<file path="src/rtl/mux_nx1_pipe_if.sv">
// rtl/mux_nx1_pipe_if.sv - valid/ready bus bundle for mux_nx1_pipe
`timescale 1ns/1ps
interface mux_nx1_pipe_if #(
  parameter int WIDTH  = 32,
  parameter int NUM_IN = 4,
  parameter int SEL_W  = 2
);
  logic [NUM_IN*WIDTH-1:0] in_data;
  logic [SEL_W-1:0]        in_sel;
  logic                    in_valid;
  logic                    in_ready;
  logic [WIDTH-1:0]        out_data;
  logic                    out_valid;
  logic                    out_ready;

  modport master (
    output in_data, in_sel, in_valid, out_ready,
    input  in_ready, out_data, out_valid
  );

  modport slave (
    input  in_data, in_sel, in_valid, out_ready,
    output in_ready, out_data, out_valid
  );
endinterface

</file>
<file path="src/rtl/mux_nx1_pipe.sv">
// rtl/mux_nx1_pipe.sv - N:1 registered mux with 2-entry skid buffer
// Optional sticky out-of-range select flag: define MUX_SEL_CHECK_EN.
`timescale 1ns/1ps
module mux_nx1_pipe #(
  parameter int WIDTH  = 32,
  parameter int NUM_IN = 4,
  parameter int SEL_W  = 2
) (
  input  logic          clk,
  input  logic          rst_n,
  mux_nx1_pipe_if.slave bus
`ifdef MUX_SEL_CHECK_EN
  ,
  output logic          sel_err
`endif
);

  typedef enum logic [1:0] {
    EMPTY = 2'd0,
    FULL1 = 2'd1,
    FULL2 = 2'd2
  } state_t;

  state_t             state_q, state_d;
  logic [WIDTH-1:0]   main_data_q, main_data_d;
  logic [WIDTH-1:0]   skid_data_q, skid_data_d;
  logic               in_ready_q, in_ready_d;
  logic               out_valid_q, out_valid_d;
  logic [WIDTH-1:0]   sel_data;
  logic               in_xfer;
  logic               out_xfer;

  // Out-of-range selects fall through to the last input.
  always_comb begin
    sel_data = bus.in_data[(NUM_IN-1)*WIDTH +: WIDTH];
    for (int i = 0; i < NUM_IN; i++) begin
      if (bus.in_sel == SEL_W'(i)) begin
        sel_data = bus.in_data[i*WIDTH +: WIDTH];
      end
    end
  end

  assign in_xfer  = bus.in_valid && in_ready_q;
  assign out_xfer = out_valid_q && bus.out_ready;

  always_comb begin
    state_d     = state_q;
    main_data_d = main_data_q;
    skid_data_d = skid_data_q;
    case (state_q)
      EMPTY: begin
        if (in_xfer) begin
          main_data_d = sel_data;
          state_d     = FULL1;
        end
      end
      FULL1: begin
        if (in_xfer && out_xfer) begin
          main_data_d = sel_data;
        end else if (in_xfer) begin
          skid_data_d = sel_data;
          state_d     = FULL2;
        end else if (out_xfer) begin
          state_d     = EMPTY;
        end
      end
      FULL2: begin
        if (out_xfer) begin
          main_data_d = skid_data_q;
          state_d     = FULL1;
        end
      end
      default: begin
        state_d = EMPTY;
      end
    endcase
    in_ready_d  = (state_d != FULL2);
    out_valid_d = (state_d != EMPTY);
  end

  always_ff @(posedge clk or negedge rst_n) begin
    if (!rst_n) begin
      state_q     <= EMPTY;
      main_data_q <= '0;
      skid_data_q <= '0;
      in_ready_q  <= 1'b1;
      out_valid_q <= 1'b0;
    end else begin
      state_q     <= state_d;
      main_data_q <= main_data_d;
      skid_data_q <= skid_data_d;
      in_ready_q  <= in_ready_d;
      out_valid_q <= out_valid_d;
    end
  end

  assign bus.in_ready  = in_ready_q;
  assign bus.out_valid = out_valid_q;
  assign bus.out_data  = main_data_q;

`ifdef MUX_SEL_CHECK_EN
  logic sel_err_q, sel_err_d;
  logic sel_oor;

  assign sel_oor = (32'(bus.in_sel) >= 32'(NUM_IN));

  always_comb begin
    sel_err_d = sel_err_q | (in_xfer & sel_oor);
  end

  always_ff @(posedge clk or negedge rst_n) begin
    if (!rst_n) begin
      sel_err_q <= 1'b0;
    end else begin
      sel_err_q <= sel_err_d;
    end
  end

  assign sel_err = sel_err_q;
`endif

endmodule

</file>
<file path="src/flat_wrapper.sv">
// flat-port wrapper written by rule: the top's interface ports become plain ports
module mux_nx1_pipe_flat 
#(
  parameter int WIDTH  = 32,
  parameter int NUM_IN = 4,
  parameter int SEL_W  = 2
)
  (clk, rst_n, bus_in_data, bus_in_sel, bus_in_valid, bus_out_ready, bus_in_ready, bus_out_data, bus_out_valid);
  mux_nx1_pipe_if #(.WIDTH(WIDTH), .NUM_IN(NUM_IN), .SEL_W(SEL_W)) bus_i ();
  input  logic clk;
  input  logic rst_n;
  input wire logic [$bits(bus_i.in_data)-1:0] bus_in_data;
  input wire logic [$bits(bus_i.in_sel)-1:0] bus_in_sel;
  input wire logic [$bits(bus_i.in_valid)-1:0] bus_in_valid;
  input wire logic [$bits(bus_i.out_ready)-1:0] bus_out_ready;
  output wire logic [$bits(bus_i.in_ready)-1:0] bus_in_ready;
  output wire logic [$bits(bus_i.out_data)-1:0] bus_out_data;
  output wire logic [$bits(bus_i.out_valid)-1:0] bus_out_valid;
  assign bus_i.in_data = bus_in_data;
  assign bus_i.in_sel = bus_in_sel;
  assign bus_i.in_valid = bus_in_valid;
  assign bus_i.out_ready = bus_out_ready;
  assign bus_in_ready = bus_i.in_ready;
  assign bus_out_data = bus_i.out_data;
  assign bus_out_valid = bus_i.out_valid;
  mux_nx1_pipe #(.WIDTH(WIDTH), .NUM_IN(NUM_IN), .SEL_W(SEL_W)) u_core (.clk(clk), .rst_n(rst_n), .bus(bus_i));
endmodule
</file>
<file path="config.mk">
export PLATFORM = sky130hd
export DESIGN_NAME = mux_nx1_pipe_flat
export DESIGN_NICKNAME = d
export VERILOG_FILES = /design/src/rtl/mux_nx1_pipe_if.sv /design/src/rtl/mux_nx1_pipe.sv /design/src/flat_wrapper.sv
export SDC_FILE = /design/constraint.sdc
export NUM_CORES = 1
export LEC_CHECK = 0
export ABC_AREA = 1
export BUFFER_PORTS_ARGS = -buffer_cell sky130_fd_sc_hd__buf_2
export CAP_MARGIN = 15
export CORE_ASPECT_RATIO = 1.5
export CORE_UTILIZATION = 49
export CTS_CLUSTER_DIAMETER = 150
export DETAILED_ROUTE_END_ITERATION = 12
export MAX_ROUTING_LAYER = met4
export PLACE_DENSITY = 0.81
export SLEW_MARGIN = 10
export SYNTH_ARGS = -nofsm -noshare
export SYNTH_HDL_FRONTEND = slang
export SYNTH_SLANG_ARGS = --single-unit
</file>
<file path="constraint.sdc">
create_clock -name clk -period 1.6 [get_ports clk]
set_clock_uncertainty 0.1 [all_clocks]
set_input_delay 0 -clock clk [delete_from_list [all_inputs] [get_ports clk]]
set_output_delay 0 -clock clk [all_outputs]
set_load 0.005 [all_outputs]
</file>
## Word-level counts from Yosys, hierarchy flattened

Cells that the tools add are included.

| operators by class | value |
|---|---|
| bitwise gates (word level) | 1 |
| reductions and logical operators | 9 |
| mux-type cells | 14 |
| eq/ne operators | 9 |

Operators with widths:

| cell | count |
|---|---|
| $mux 32 | 7 |
| $pmux 32 s3 | 1 |
| $mux 2 | 5 |
| $eq 2x2->1 const B | 3 |
| $ne 2x1->1 const B | 3 |
| $pmux 2 s3 | 1 |
| $eq 2x1->1 const B | 2 |
| $logic_not 2->1 | 2 |
| $reduce_and 4->1 | 1 |
| $logic_and 1x1->1 | 3 |
| $reduce_and 3->1 | 1 |
| $reduce_bool 3->1 | 1 |
| $ne 2x2->1 const B | 1 |
| $reduce_bool 2->1 | 1 |
| $not 1->1 | 1 |

| storage, ports and cells | value |
|---|---|
| bits in registers | 68 |
| input bits | 134 |
| word-level logic and storage cells | 38 |
| output and inout port bits | 34 |

## Longest topological paths before layout

Gate-level depths: netlist (run 1).

| logic depth | value |
|---|---|
| depth in word-level cells | 7 |
| mapped depth | 10 |
| depth with buffers taken out | 8 |

## Least setup slack after synthesis (run 1)

Ideal clock, no wire load.

| timing path | value |
|---|---|
| path type | register to register |
| start point | register u_core.in_ready_q (netlist: u_core.bus.in_ready) |
| end point | register u_core.skid_data_q[11] |
| setup time | 0.117 ns |
| path slack | 0.138 ns |
| arrival time | 1.245 ns |
| cell stages (with the launch flop) | 8 |
| buffers on the path | 2 |
| required time | 1.383 ns |
| period minus slack after synthesis | 1.462 ns |
| path through | dfstp_2 -> nand2_1 -> inv_2 -> nand4_1 -> buf_2 -> buf_4 -> nand2_1 -> nand2_1 |

| on the way | value |
|---|---|
| word-level cells in the longest chain between the ends | 4 |

RTL lines:

| what | RTL line | text |
|---|---|---|
| start, declared | mux_nx1_pipe.sv:27 | `logic in_ready_q, in_ready_d;` |
| start signal, assigned | mux_nx1_pipe.sv:92 | `in_ready_q <= in_ready_d;` |
| $logic_and 1x1->1 * | mux_nx1_pipe.sv:43 | `assign in_xfer = bus.in_valid && in_ready_q;` |
| $logic_and 1x1->1 | mux_nx1_pipe.sv:58 | `if (in_xfer && out_xfer) begin` |
| $not 1->1 (no source line) | - |  |
| $reduce_and 3->1 (no source line) * | - |  |
| end signal, assigned | mux_nx1_pipe.sv:91 | `skid_data_q <= skid_data_d;` |
| end, declared | mux_nx1_pipe.sv:26 | `logic [WIDTH-1:0] skid_data_q, skid_data_d;` |

Every way passes the cells marked *; elsewhere a longest branch is shown, timed or not.
A chain may end at the register's enable or synchronous reset.

## Final worst setup path (run 1)

| timing path | value |
|---|---|
| start point | input port bus_in_data[118] |
| end point | register u_core.main_data_q[22] (netlist: u_core.bus.out_data[22]) |

| on the way | value |
|---|---|
| word-level cells in the longest chain between the ends | 6 |
| elaborated cells on any way between the ends | 7 |
| those cells by class | 7 x mux |

RTL lines:

| what | RTL line | text |
|---|---|---|
| start, declared | flat_wrapper.sv:12 | `input wire logic [$bits(bus_i.in_data)-1:0] bus_in_data;` |
| $mux 32 (3 in a row) | mux_nx1_pipe.sv:37 | `if (bus.in_sel == SEL_W'(i)) begin` |
| $mux 32 * | mux_nx1_pipe.sv:37 |  |
| $mux 32, on equally long branches | mux_nx1_pipe.sv:58, mux_nx1_pipe.sv:52 |  |
| $pmux 32 s3 * | mux_nx1_pipe.sv:50 | `case (state_q)` |
| end signal, assigned | mux_nx1_pipe.sv:90 | `main_data_q <= main_data_d;` |
| end, declared | mux_nx1_pipe.sv:25 | `logic [WIDTH-1:0] main_data_q, main_data_d;` |

Every way passes the cells marked *; elsewhere a longest branch is shown, timed or not. The select of a mux whose other input is x is not followed.

==> results.py, run 1 <==
metrics = {
    "worst_setup_path": {
        "crit_family": "buffers and inverters",
        "worst_path_max_delay_cell": "dlygate4sd3_1",
        "cp_data_required_time_ns": 1.72,
        "critPathMostFrequentCell": "nand2_1",
        "path_class": "input pin to flop",
        "critical_path_buf_inv_count": 3,
        "critical_path_peak_fanout": 2,
        "max_stage_delay_ns": 0.57,
        "crit_chain": "dlygate4sd3_1, buf_2, nand2_1, nand2_1, dlygate4sd3_1, nor2_2, nand2_1, nand2_1, nand2_1",
        "critPathArrivalTime_ns": 1.68,
        "endpoint_kind": "flop",
        "cp-start-kind": "input pin",
    },
    "logic_synthesis": {
        "synth-seq-cells": 68,
        "synth_top_cells_by_count": "359 x nand2_1, 74 x nor2_1, 67 x dfrtp_1, 49 x nand3_1, 16 x o21ai_1",
        "synth-seq-area-share": 0.421,
        "synth_area_per_cell_sq_um": 6.49,
        "synth_flop_cell": "dfrtp_1",
        "yosys-top-cells-area": "dfrtp_1 41%, nand2_1 33%, nor2_1 6.9%, nand3_1 6.1%, buf_6 2.8%",
        "async_reset_ff_frac": 1.00,
        "yosysWarnings": 0,
        "synth.top_cell.area_share": 0.414,
        "yosysMostFrequentCell": "nand2_1",
        "synth-edff-count": 0,
        "netlist-cell-type-count": 19,
        "synth_top_area_cell": "dfrtp_1",
        "syn_area_sq_um": 4050,
        "synthCells": 624,
        "syn-num-nets": 758,
    },
    "floorplan": {
        "fp-row-count": 40,
        "initial_core_util": 0.506,
        "core_sq_um": 8010,
        "die_w_um": 76.2,
        "ios": 168,
        "die_h_um": 113,
        "fp.dieArea_sq_um": 8640,
    },
    "routing": {
        "viasPerCell": 5.17,
        "final_antenna_net_count": 0,
        "vias": 5014,
        "routed_wl_um": 14000,
        "drcViolationCount": 0,
        "firstDrtPassIters": 5,
        "wl_per_cell_um": 14.5,
        "drt_iter0_markers": 377,
    },
    "clock_tree": {
        "clk_path_buf_depth": 2,
        "clock-sinks": 68,
        "htreeDepth": 3,
        "cts_tree": "built",
        "cts_buffers": 9,
        "path_clk_slew_ns": 0.06,
        "root_buffer": "clkbuf_16",
        "worstSkewPairLatency_ns": 0.34,
    },
    "cells_and_area": {
        "fillers": 595,
        "insertedDiodeCount": 0,
        "multiInputGateArea_sq_um": 2130,
        "nets": 993,
        "area_growth_pct": 49.9,
        "ff_latch_area_sq_um": 1700,
        "drive_above_1_share": 0.270,
    },
    "sta": {
        "setup_violations": 0,
        "holdWs_ns": -0.0540,
        "relSlewSlack": 0.686,
        "setup-tns-final_ns": 0,
        "finalMaxSlewViolations": 0,
        "worst_pin_slew_ns": 0.471,
        "fin_ws_ns": 0.0424,
        "rsz0062_at_grt": "no",
        "period_needed_ns": 1.56,
        "fin_crit_sh": 0.973,
        "finalHoldViolCount": 8,
        "clock.fmax_mhz": 642,
    },
    "power_and_ir_drop": {
        "p_total_uw": 8180,
        "p_per_area_nw_per_um2": 1350,
        "leakage_uw": 0.00359,
        "vdd_ir_drop_max_mv": 0.799,
    },
    "global_routing": {
        "grt_usage": 0.347,
        "grt_first_pass_wirelength_um": 22700,
        "grt_max_degree": 69,
        "overflow": 0,
        "antenna_found_initial": 0,
        "grt_pass1_vias": 5123,
    },
    "place": {
        "place_congestion": 0.775,
        "port_buffers": 167,
        "place_hpwl_um": 7720,
        "post-place-ws_ns": 0.0739,
    },
    "outcome": {
        "violations": "hold timing",
        "status": "complete, but fails checks",
    },
    "job": {
        "drv_cap": 0,
    },
    "min_path": {
        "hold_class": "input pin to flop",
    },
}
==> registers in the layout (all words and copies together), names as in the netlist <==
name	flops
u_core.state_q	2
u_core.bus.in_ready	1
u_core.bus.out_valid	1
u_core.bus.out_data	32
u_core.skid_data_q	32
==> per-layer routing <==
layer / vias up / GRT usage / share of wire
li1: 2386 / - / -
met5: - / - / 0
met2: 298 / 0.634 / 0.53
met4: 0 / 0.194 / 0.035
met3: 51 / 0.0605 / 0.068
met1: 2279 / 0.345 / 0.37
==> logic make-up (layout without fill, tap and decap cells) <==
logic type | Yosys count | after routing | share of synthesized area
buffers and inverters | 43 | 282 | 0.0668
DFF | 68 | 68 | 0.421
AOI/OAI and AO/OA | 17 | 17 | 0.0210
and+or+nand+nor | 496 | 497 | 0.492
==> worst paths after layout <==
path | from | end | slack [ns] | cells past startpoint
worst max-delay path | bus_in_data[118] | u_core.bus.out_data[22] | 0.04 | 9
max in group asynchronous | rst_n | u_core.bus.in_ready | 0.95 | 3
worst max register to register | u_core.bus.in_ready | u_core.bus.out_data[6] | 0.09 | 9
worst min register to register | u_core.bus.out_data[16] | u_core.bus.out_data[16] | 0.37 | 2
worst min-delay path | bus_in_data[102] | u_core.skid_data_q[6] | -0.05 | 5
min in group asynchronous | rst_n | u_core.bus.out_data[5] | 0.11 | 3
==> worst reg2reg max path, cell delays in order, from the launching register on <==
cell	delay, ns
dfstp_2	0.52
nand2_1	0.08
inv_2	0.06
nand2_1	0.04
nand2_1	0.06
nand2_2	0.07
buf_4	0.22
nor2_1	0.16
nand2_2	0.09
nand2_1	0.06
==> what timing repair did <==
action / in CTS / in global routing
endpoints found under the setup margin: 0 / 40
hold buffers: 92 / 1
endpoints found under the hold margin: 134 / 1
setup buffers: 0 / 3
resized for setup: 0 / 23
==> layout make-up <==
type / instances / share of cell area
multi-input combinational: 514 / 0.350
clock inverter: 4 / 0.00783
sequential: 68 / 0.281
tap: 105 / 0.0216
clock buffer: 12 / 0.0423
inverter: 9 / 0.00639
timing repair buffer: 257 / 0.291
==> metrics by stage <==
stage | utilization | hold WS (ns) | instances | cell area, sq um
2_1_floorplan | - | -0.396 | 624 | 4050
3_3_place_gp | 0.611 | -0.0522 | 872 | 4890
3_5_place_dp | 0.611 | -0.0525 | 872 | 4890
4_1_cts | 0.764 | 0.00000425 | 980 | 6120
5_1_grt | 0.758 | 0.00923 | 969 | 6070
6_report | 0.758 | -0.0540 | 969 | 6070
==> cells in the final DEF, fill, tap and decap left out <==
cell type / count
o21ai_1: 16
clkbuf_1: 1
inv_1: 1
nand2_2: 4
dlymetal6s4s_1: 2
nand3_1: 49
nor2_1: 60
buf_6: 1
nand2_1: 357
dlygate4sd3_1: 75
clkbuf_8: 2
dfrtp_1: 67
clkinvlp_4: 1
nor2_4: 2
buf_12: 4
nand4_1: 2
bufinv_16: 1
inv_2: 6
nor2_2: 21
inv_4: 2
buf_2: 166
o21ai_0: 1
dfstp_2: 1
buf_4: 9
nor2_8: 2
clkinv_2: 2
clkbuf_16: 9
==> power by group <==
group          total [uW]  internal, uW  switching, uW
clock                2000          1290            715
combinational        3250          1370           1880
sequential           2930          2510            418
Power figures use the tool's default switching activity.
==> run 2: changes to the inputs <==
--- a/config.mk
+++ b/config.mk
@@ -9,11 +9,11 @@
 export BUFFER_PORTS_ARGS = -buffer_cell sky130_fd_sc_hd__buf_2
 export CAP_MARGIN = 15
 export CORE_ASPECT_RATIO = 1.5
-export CORE_UTILIZATION = 49
+export CORE_UTILIZATION = 44
 export CTS_CLUSTER_DIAMETER = 150
 export DETAILED_ROUTE_END_ITERATION = 12
 export MAX_ROUTING_LAYER = met4
-export PLACE_DENSITY = 0.81
+export PLACE_DENSITY = 0.77
 export SLEW_MARGIN = 10
 export SYNTH_ARGS = -nofsm -noshare
 export SYNTH_HDL_FRONTEND = slang
==> constraint.sdc (replaced) <==
create_clock -name clk -period 1.25 [get_ports clk]
set_clock_uncertainty 0.1 [all_clocks]
set_input_delay 0 -clock clk [delete_from_list [all_inputs] [get_ports clk]]
set_output_delay 0 -clock clk [all_outputs]
set_load 0.005 [all_outputs]
==> run 2 against run 1 <==
  * The run ends with setup timing left
  * Cell area up 11%
  * Sequential share of layout area down 2.9 points
  * Critical endpoint is now u_core.bus.out_data[14]
  * First-iteration DRC count up 64%
  * Final cell count up 3.5%
  * Highest routed layer unchanged
  * Critical path depth down 2
  * Via count up 11%
  * Largest cell class unchanged
==> results.py, run 2 (synthesis gave the netlist of run 1 again) <==
metrics = {
    "outcome": {
        "status": "complete, but fails checks",
        "violations": "setup timing",
    },
    "floorplan": {
        "die_w_um": 80.3,
        "fp.dieArea_sq_um": 9600,
        "die_h_um": 119,
        "core_sq_um": 8880,
        "ios": 168,
        "initial_core_util": 0.456,
        "fp-row-count": 42,
    },
    "sta": {
        "relSlewSlack": 0.680,
        "finalMaxSlewViolations": 0,
        "finalHoldViolCount": 0,
        "setup_violations": 68,
        "fin_crit_sh": 1.26,
        "clock.fmax_mhz": 636,
        "fin_ws_ns": -0.322,
        "worst_pin_slew_ns": 0.478,
        "rsz0062_at_grt": "yes",
        "period_needed_ns": 1.57,
    },
    "routing": {
        "wl_per_cell_um": 17.3,
        "viasPerCell": 5.55,
        "firstDrtPassIters": 6,
        "vias": 5571,
        "final_antenna_net_count": 0,
        "routed_wl_um": 17400,
        "drcViolationCount": 0,
        "drt_iter0_markers": 620,
    },
    "place": {
        "dpl_cell_area_sq_um": 5070,
        "place_hpwl_um": 8660,
        "post-place-ws_ns": -0.174,
        "place_congestion": 0.881,
        "placed_cells": 893,
        "port_buffers": 167,
    },
    "cells_and_area": {
        "layout_common_cells": "316 x nand2_1, 166 x buf_2, 79 x dlygate4sd3_1, 67 x dfrtp_1, 48 x nand3_1",
        "drive_above_1_share": 0.362,
        "final_cells": 1003,
        "stdcell_area_sq_um": 6760,
        "nets": 1021,
        "area_growth_pct": 66.9,
        "final_common_cell": "nand2_1",
        "fin_util": 0.761,
    },
    "global_routing": {
        "overflow": 0,
        "grt_pass1_vias": 5541,
        "grt_first_pass_wirelength_um": 25200,
        "grt_usage": 0.356,
        "grt_max_degree": 33,
        "antenna_found_initial": 0,
    },
    "worst_setup_path": {
        "rr_endpoint": "u_core.bus.out_data[14]",
        "crit_start": "u_core.state_q[1]",
        "ff2ff_setup_slack_ns": -0.32,
        "path_class": "flop to flop",
        "endpoint_kind": "flop",
        "cp_data_required_time_ns": 1.42,
        "critical_path_peak_fanout": 8,
        "max_stage_delay_ns": 0.39,
        "cp-start-kind": "flop",
        "cp_num_cells": 7,
        "endpoint": "u_core.bus.out_data[14]",
        "critPathMostFrequentCell": "nand2_1",
        "worst_path_max_delay_cell": "dfrtp_1",
        "crit_chain": "buf_4, o21ai_2, nand2_8, buf_12, nor2_1, nand2_1, nand2_1",
        "reg2regPathDepth": 7,
        "critical_path_buf_inv_count": 2,
        "crit_family": "simple AND/OR/NAND/NOR gates",
        "rr_startpoint": "u_core.state_q[1]",
        "critPathArrivalTime_ns": 1.75,
    },
    "power_and_ir_drop": {
        "p_total_uw": 12600,
        "seqPwrFrac": 0.315,
        "pwr-share-clk": 0.207,
        "p_sw_uw": 5080,
        "pwr-share-comb": 0.478,
        "cellInternalPower_uw": 7560,
        "vdd_ir_drop_max_mv": 1.71,
        "p_per_area_nw_per_um2": 1870,
        "leakage_uw": 0.00382,
        "sw_frac_of_total": 0.402,
    },
    "clock_tree": {
        "root_buffer": "clkbuf_16",
        "clk_path_buf_depth": 2,
        "clock-sinks": 68,
        "path_clk_slew_ns": 0.06,
        "worstSkewPairLatency_ns": 0.33,
        "cts_buffers": 9,
        "cts_tree": "built",
        "htreeDepth": 3,
    },
    "job": {
        "drv_cap": 0,
    },
    "min_path": {
        "hold_start": "bus_in_data[28]",
        "hold_class": "input pin to flop",
    },
}
-- run 2: layer usage --
layer	part of all wire	vias to the layer above	routed length, um	global-route usage
li1	-	2446	-	-
met1	0.35	2558	6020	0.384
met2	0.51	429	8900	0.583
met3	0.076	138	1320	0.0774
met4	0.067	0	1160	0.221
met5	0	-	0	-
-- run 2: power by group through the flow --
stage | Combinational, uW | Clock (uW) | Sequential (uW)
5_1_grt | 6560 | 2700 | 4030
6_report | 6040 | 2620 | 3980
4_1_cts | 4720 | 2590 | 3810
3_5_place_dp | 3970 | 0 | 3820
3_3_place_gp | 3840 | 0 | 3790
2_1_floorplan | 2630 | 0 | 3750
-- run 2: area by class of cell --
type                            instances  area [sq um]
Clock inverter                          4          47.5
Fill cell                             581          2120
Antenna cell                            1          2.50
Tap cell                              110           138
Multi-Input combinational cell        513          2380
Inverter                                9          48.8
Clock buffer                           12           256
Timing Repair inverter                  1          16.3
Timing Repair Buffer                  285          2170
Sequential cell                        68          1700
-- run 2: worst min-delay path, delay by kind of cell --
kind	cells	cell delay (ns)
buffers and inverters	1	0.08
AND/OR/NAND/NOR	6	0.33
-- run 2: per-stage QoR --
step / TNS, ns / hold WS (ns)
after floorplan: -6.80 / -0.396
after global placement: -7.13 / -0.160
after detailed placement: -9.02 / -0.153
after CTS: -10.59 / -0.0265
after global routing: -18.05 / 0.0547
final: -15.06 / 0.00425
-- run 2: worst min-delay path by stage --
stage / endpoint / slack, ns / depth (start not counted)
floorplan: u_core.bus.out_data[0] / -0.40 / 0
global placement: u_core.bus.out_data[21] / -0.16 / 1
detailed placement: u_core.bus.out_data[19] / -0.15 / 1
CTS: u_core.state_q[0] / -0.03 / 4
global route: u_core.skid_data_q[6] / 0.05 / 5
finish: u_core.bus.out_data[28] / 0.004 / 7
-- run 2: timing repair --
item	in CTS	in global routing
hold endpoints to repair	131	0
hold buffers	79	0
gates resized for setup	49	62
pin swaps	19	22
setup buffers	6	1
gates cloned	3	5
setup endpoints to repair	66	68
